==> src/rtl/aes_dec_loader.sv <==
// Word-serial loader for the AES-128 decipher: assembles key/ciphertext, sequences kld/ld, captures plaintext.
// Latency: dec_kld one cycle after start and dec_ld KEY_WAIT+1 cycles later; dec_ld one cycle after start when the key is unchanged.
// Backpressure: writes and start are ignored while busy; the result holds until the next accepted start.
`timescale 1ns/1ps
module aes_dec_loader #(
    parameter int KEY_WAIT = 12,
    parameter int TIMEOUT  = 31
) (
    input  logic         clk,
    input  logic         rst,
    input  logic         wr_en,
    input  logic         wr_sel,
    input  logic [1:0]   wr_idx,
    input  logic [31:0]  wr_data,
    input  logic         start,
    output logic         busy,
    output logic         rdy,
    output logic         err,
    input  logic [1:0]   rd_idx,
    output logic [31:0]  rd_data,
    output logic         dec_kld,
    output logic         dec_ld,
    output logic [127:0] dec_key,
    output logic [127:0] dec_text_in,
    input  logic         dec_done,
    input  logic [127:0] dec_text_out
);

    localparam int CNT_MAX = (KEY_WAIT > TIMEOUT) ? KEY_WAIT : TIMEOUT;
    localparam int CW      = $clog2(CNT_MAX + 1);

    typedef enum logic [2:0] {
        IDLE  = 3'd0,
        KLD   = 3'd1,
        KWAIT = 3'd2,
        LD    = 3'd3,
        RUN   = 3'd4
    } state_t;

    state_t         state;
    state_t         state_next;
    logic [127:0]   key_reg;
    logic [127:0]   text_reg;
    logic [127:0]   result_reg;
    logic [CW-1:0]  cnt;
    logic           key_dirty;
    logic           rdy_reg;
    logic           err_reg;

    // Word 0 is the most significant slice, so the bit offset is (3 - idx) * 32.
    logic [6:0]     wr_lsb;
    logic [6:0]     rd_lsb;
    logic           wr_ok;
    logic           wait_done;
    logic           run_timeout;

    assign wr_lsb      = {~wr_idx, 5'b0};
    assign rd_lsb      = {~rd_idx, 5'b0};
    assign wr_ok       = wr_en && (state == IDLE);
    assign wait_done   = (cnt == '0);
    assign run_timeout = (cnt == CW'(TIMEOUT - 1));

    assign busy        = (state != IDLE);
    assign rdy         = rdy_reg;
    assign err         = err_reg;
    assign dec_kld     = (state == KLD);
    assign dec_ld      = (state == LD);
    assign dec_key     = key_reg;
    assign dec_text_in = text_reg;
    assign rd_data     = result_reg[rd_lsb +: 32];

    // State register; reset aborts any operation in flight.
    always_ff @(posedge clk) begin
        if (!rst) begin
            state <= IDLE;
        end else begin
            state <= state_next;
        end
    end

    // Next-state logic; a key write in the start cycle forces the reload path.
    always_comb begin
        state_next = state;
        case (state)
            IDLE: begin
                if (start) begin
                    state_next = (key_dirty || (wr_en && wr_sel)) ? KLD : LD;
                end
            end
            KLD:   state_next = KWAIT;
            KWAIT: begin
                if (wait_done) begin
                    state_next = LD;
                end
            end
            LD:    state_next = RUN;
            RUN: begin
                if (dec_done || run_timeout) begin
                    state_next = IDLE;
                end
            end
            default: state_next = IDLE;
        endcase
    end

    // Operand registers, counters, status flags and result capture.
    always_ff @(posedge clk) begin
        if (!rst) begin
            key_reg    <= '0;
            text_reg   <= '0;
            result_reg <= '0;
            cnt        <= '0;
            key_dirty  <= 1'b1;
            rdy_reg    <= 1'b0;
            err_reg    <= 1'b0;
        end else begin
            if (wr_ok) begin
                if (wr_sel) begin
                    key_reg[wr_lsb +: 32] <= wr_data;
                    key_dirty             <= 1'b1;
                end else begin
                    text_reg[wr_lsb +: 32] <= wr_data;
                end
            end
            case (state)
                IDLE: begin
                    if (start) begin
                        rdy_reg <= 1'b0;
                        err_reg <= 1'b0;
                    end
                end
                KLD: begin
                    key_dirty <= 1'b0;
                    cnt       <= CW'(KEY_WAIT - 1);
                end
                KWAIT: begin
                    if (!wait_done) begin
                        cnt <= cnt - CW'(1);
                    end
                end
                LD: begin
                    cnt <= '0;
                end
                RUN: begin
                    if (dec_done) begin
                        result_reg <= dec_text_out;
                        rdy_reg    <= 1'b1;
                    end else if (run_timeout) begin
                        // The decipher may be in an unknown state, so reload the key next time.
                        err_reg   <= 1'b1;
                        key_dirty <= 1'b1;
                    end else begin
                        cnt <= cnt + CW'(1);
                    end
                end
                default: ;
            endcase
        end
    end

endmodule

==> config.mk <==
export PLATFORM = sky130hd
export DESIGN_NAME = aes_dec_loader
export DESIGN_NICKNAME = d
export VERILOG_FILES = /design/src/rtl/aes_dec_loader.sv
export SDC_FILE = /design/constraint.sdc
export NUM_CORES = 1
export LEC_CHECK = 0
export BUFFER_PORTS_ARGS = -buffer_cell sky130_fd_sc_hd__buf_2
export CAP_MARGIN = 20
export CORE_AREA = 2 2 181 183
export CTS_BUF_LIST = sky130_fd_sc_hd__clkbuf_4 sky130_fd_sc_hd__clkbuf_8
export DETAILED_ROUTE_END_ITERATION = 8
export DIE_AREA = 0 0 183 185
export GPL_ROUTABILITY_DRIVEN = 0
export PLACE_DENSITY_LB_ADDON = 0.3
export SYNTH_ARGS = -nofsm -noshare
export SYNTH_HDL_FRONTEND = slang
export SYNTH_SLANG_ARGS = --single-unit
==> constraint.sdc <==
create_clock -name clk -period 4.46 [get_ports clk]
set_input_delay 0.669 -clock clk [delete_from_list [all_inputs] [get_ports clk]]
set_output_delay 0.669 -clock clk [all_outputs]
set_load 0.1 [all_outputs]
**Word-level counts from Yosys, hierarchy flattened**

Index checks and enable logic that the tools add are counted.

- Add/subtract/negate cells: 3
- Equal/unequal tests: 13
- Shifts and indexed selects: 3
- Multiplexer cells: 22
- Bitwise gates (word level): 3
- Reduce and logical (&&, ||, !) cells: 16

Operator list:

| operator | count |
|---|---|
| bitwise mux 128 bit | 2 |
| variable shift 32 x 9 -> 128 bit (first input constant) | 1 |
| indexed part select 128 x 8 -> 32 bit | 1 |
| indexed part select 32 x 9 -> 128 bit | 1 |
| case mux 5 bit (4 select lines) | 1 |
| != test 2 bit (second input constant) | 8 |
| 2-to-1 mux 5 bit | 3 |
| case mux 3 bit (5 select lines) | 1 |
| 2-to-1 mux 3 bit | 3 |
| negator 7 -> 9 bit | 1 |
| 2-to-1 mux 1 bit | 8 |
| AND reduction 4 bit | 2 |
| == test 3 x 2 -> 1 bit (second input constant) | 2 |
| case mux 1 bit (2 select lines) | 3 |
| AND reduction 2 bit | 3 |
| AND reduction 3 bit | 2 |
| adder 5 x 1 -> 5 bit (second input constant) | 1 |
| == test 5 bit (second input constant) | 1 |
| logical NOT 5 bit | 1 |
| subtractor 5 x 1 -> 5 bit (second input constant) | 1 |
| inverter 2 bit | 2 |
| nonzero test 4 bit | 1 |
| == test 3 x 1 -> 1 bit (second input constant) | 1 |
| == test 3 bit (second input constant) | 1 |
| other kinds (7) | 9 |

- Flip-flop bits (word level): 395
- Input port bits: 170
- Output and inout port bits: 293
- Logic and storage cells: 68

**Logic depth before layout (Yosys ltp)**

- Word-level depth: 6
- Mapped depth: 10
- Mapped depth without buffers: 9

**Worst setup path before layout**

Ideal clock, no wire load.

- Path kind: register to output
- From: register state[0]
- To: output port dec_kld
- Arrival: 2.635 ns
- Required time: 3.791 ns
- Slack: 1.156 ns
- Cell stages (with the launch flop): 4
- Path buffers: 1
- Cells stage by stage: dfxtp_1 -> buf_2 -> inv_1 -> nor3_1

- Longest elaborated chain between the ends: 1

Ends and longest elaborated chain:

| what | RTL line | RTL |
|---|---|---|
| start: declaration | 40 | `state_t state;` |
| start signal: assignment | 77 | `state <= state_next;` |
| == test 3 x 1 -> 1 bit | 66 | `assign dec_kld = (state == KLD);` |
| end: declaration | 21 | `output logic dec_kld,` |

Every way passes these cells.

**Final worst setup path**

- From: input port rd_idx[0]
- To: output port rd_data[24]

- Longest elaborated chain between the ends: 2

Ends and longest elaborated chain:

| what | RTL line | RTL |
|---|---|---|
| start: declaration | 19 | `input logic [1:0] rd_idx,` |
| inverter 2 bit | 58 | `assign rd_lsb = {~rd_idx, 5'b0};` |
| indexed part select 128 x 8 -> 32 bit | 70 | `assign rd_data = result_reg[rd_lsb +: 32];` |
| end: declaration | 20 | `output logic [31:0] rd_data,` |

Every way passes these cells.

==> flow_summary_export.csv <==
group,metric,value,unit
outcome,run_status,"finished clean",
finish,final_layout_size_suffix_gt1_share,28.65,%
timing,fin_crit_sh,70.14,%
route,drt-vias-per-instance,5.533,
placed_design,buffer_ports.inserted,462,
logic_synthesis,syn-mean-instance-area,8.173,um^2
logic_synthesis,synth_fp_nets,2054,
route,vias,14980,
worst_setup_path,launching_element_type_of_the_critical_path,"input port",
logic_synthesis,ys_ff_latch,395,
job,maxCapViolCount,0,
cts,cts_made_buffers,67,
timing,hold_viol_final,0,
floorplan,initial_utilization,47.83,%
finish,num-nets-final,2422,
global_routing,grt_pass1_vias,13870,
timing,totalNegativeSetupSlack,0,ns
route,firstDrtPassIters,5,
global_routing,grt_start_max_net_pins,185,
global_routing,antenna_found_initial,8,
pwr,power_per_cell_area,407.0,nW/um^2
timing,timing.final.setup_violations,0,
logic_synthesis,synth_top_cells_by_count,"sky130_fd_sc_hd__nand2_1 (528), sky130_fd_sc_hd__dfxtp_1 (395), sky130_fd_sc_hd__a21oi_1 (392)",
placed_design,dp_slack,1.294,ns
worst_setup_path,required,3.79,ns
route,drt_iter0_markers,1373,
logic_synthesis,ys_warn_count,0,
route,ant_nets,0,
floorplan,core_region_area,32040,um^2
floorplan,chipWidth,183,um
logic_synthesis,synth_top_cell_by_area,"sky130_fd_sc_hd__dfxtp_1",
logic_synthesis,dominantRegCellSynth,"sky130_fd_sc_hd__dfxtp_1",
logic_synthesis,synth-edff-count,0,
cts,post_cts.resized_instances,0,
timing,slew_margin_rel,22.82,%
logic_synthesis,yosys.area.top_type_share,51.60,%
global_routing,globalRouteOverflowTotal,0,
worst_setup_path,worst-endpoint-arrival,2.46,ns
min_path,hp-class,"input port to flip-flop",
timing,skew,0.03010,ns
cts,h-tree-depth,3,
global_routing,grt_pass1_wl,78160,um
cts,clock_tree_from_tritoncts,"built",
placed_design,placed_wire_length_estimate_after_detailed_placement,35430,um
logic_synthesis,cell_with_the_most_instances_after_synthesis,"sky130_fd_sc_hd__nand2_1",
logic_synthesis,synth_cell_type_count,40,
timing,fin_ws,1.332,ns
pwr,worst_ir_drop_on_vdd,249.3,uV
worst_setup_path,end_kind,"output port",
finish,synth_to_layout_area_growth,23.99,%
route,route.final.wire_length,52420,um
cts,clk_latency,0.58,ns
timing,fmaxAchievable,0.3197,GHz
route,wl_per_cell,19.36,um
route,drc_errors_left,0,
floorplan,io_pins,463,
cts,clk_root_buffer_cell,"sky130_fd_sc_hd__clkbuf_8",
logic_synthesis,syn_inst,1875,
worst_setup_path,criticalPathCategory,"input port to output port",
timing,maxSlewViolCount,0,
logic_synthesis,sequential_cell_area_fraction_in_the_yosys_report,51.60,%
timing,rsz0062_at_grt,"false",
pwr,power.leakage,7.641,nW
cts,cts_num_sinks,395,
cts,cts.repair_timing.setup_buffer_count,0,
floorplan,num_rows,66,
logic_synthesis,synth_top_cells_by_area,"sky130_fd_sc_hd__dfxtp_1 (52%), sky130_fd_sc_hd__nand2_1 (13%), sky130_fd_sc_hd__a21oi_1 (13%)",
worst_setup_path,crit_fanout,17,
floorplan,fp.dieH,185,um
finish,postLayoutCoreUtil,59.30,%
pwr,total_power,0.007733,W
floorplan,dieArea,33860,um^2
global_routing,gr-usage-all-layers,29.43,%
logic_synthesis,async_reset_ff_share,0,%
cts,cts_hold_repair.buffers,0,
cts,clkSlewWorstSetupHoldPaths,0.06,ns
cts,clk_path_buf_depth,3,
timing,final_period_minus_worst_setup_slack,3.128,ns
logic_synthesis,syn-cell-area,15320,um^2
timing,tightestPinTransition,1.158,ns
-- cell type report --
cell class / count / area (um^2)
diodes: 9 / 22.52
clock buffers: 111 / 1378
clock inverters: 5 / 41.29
fillers: 2940 / 13040
inverters: 11 / 48.80
multi-input cells: 1275 / 6502
flip-flops and latches: 395 / 7908
well taps: 408 / 510.5
repair buffers: 493 / 2590
-- critical path, cell delays in order --
cell and delay [ns]:
sky130_fd_sc_hd__buf_2 0.46, sky130_fd_sc_hd__buf_4 0.43, sky130_fd_sc_hd__mux4_2 0.57, sky130_fd_sc_hd__buf_2 0.31
-- cell families (layout without fill, tap and decap cells) --
kind of cell	Yosys count	after routing	share of synthesized area, %
AND/OR/NAND/NOR	822	822	22.87
other	0	9	0
buffers and inverters	205	620	6.197
multiplexers	33	33	4.768
XOR/XNOR	3	3	0.1715
flip-flops	395	395	51.60
adder cells (fa/ha/maj)	9	9	0.7838
AO/OA/AOI/OAI	408	408	13.61
-- path summary, 6_finish.rpt --
kind               endpoint  cells past startpoint  slack (ns)        startpoint
max reg2reg     dec_key[34]                      7        1.79          state[0]
min reg2reg     dec_key[35]                      2        0.45       dec_key[35]
max             rd_data[24]                      4        1.33         rd_idx[0]
min          result_reg[72]                      3        0.34  dec_text_out[72]
-- cell usage in the layout (no fill, tap or decap), types with 6 or more instances in the layout --
master / synthesis / routed
sky130_fd_sc_hd__a21oi_1: 392 / 392
sky130_fd_sc_hd__and2_1: 8 / 8
sky130_fd_sc_hd__buf_2: 51 / 462
sky130_fd_sc_hd__buf_4: 7 / 28
sky130_fd_sc_hd__clkbuf_4: 0 / 24
sky130_fd_sc_hd__clkbuf_8: 0 / 87
sky130_fd_sc_hd__dfxtp_1: 395 / 395
sky130_fd_sc_hd__diode_2: 0 / 9
sky130_fd_sc_hd__ha_1: 8 / 8
sky130_fd_sc_hd__inv_1: 9 / 8
sky130_fd_sc_hd__mux4_2: 32 / 32
sky130_fd_sc_hd__nand2_1: 528 / 527
sky130_fd_sc_hd__nand2b_1: 6 / 6
sky130_fd_sc_hd__nand3_1: 257 / 257
sky130_fd_sc_hd__nor2_1: 10 / 8
-- per-stage QoR --
stage	instances	cell area [um^2]	hold WS [ns]
final	2707	19000	0.3435
after global routing	2705	19000	0.3273
after CTS	2697	18960	0.2984
after detailed placement	2581	17540	0.4432
after global placement	2580	17510	0.4394
after floorplan	1875	15320	0.4331
-- routing by layer --
metal / track usage [%] / vias to the layer above / wire, um
met4: 14.34 / 2 / 2123
li1: - / 7036 / -
met2: 48.89 / 763 / 25010
met5: 0 / - / 13
met1: 35.21 / 7038 / 19920
met3: 8.278 / 140 / 5358
-- where the power goes --
part | switching [W] | internal (W)
registers | 0.0000351 | 0.00357
logic | 0.000537 | 0.000194
clock network | 0.00145 | 0.00195
Note: power is estimated with default switching activity, not from simulation.
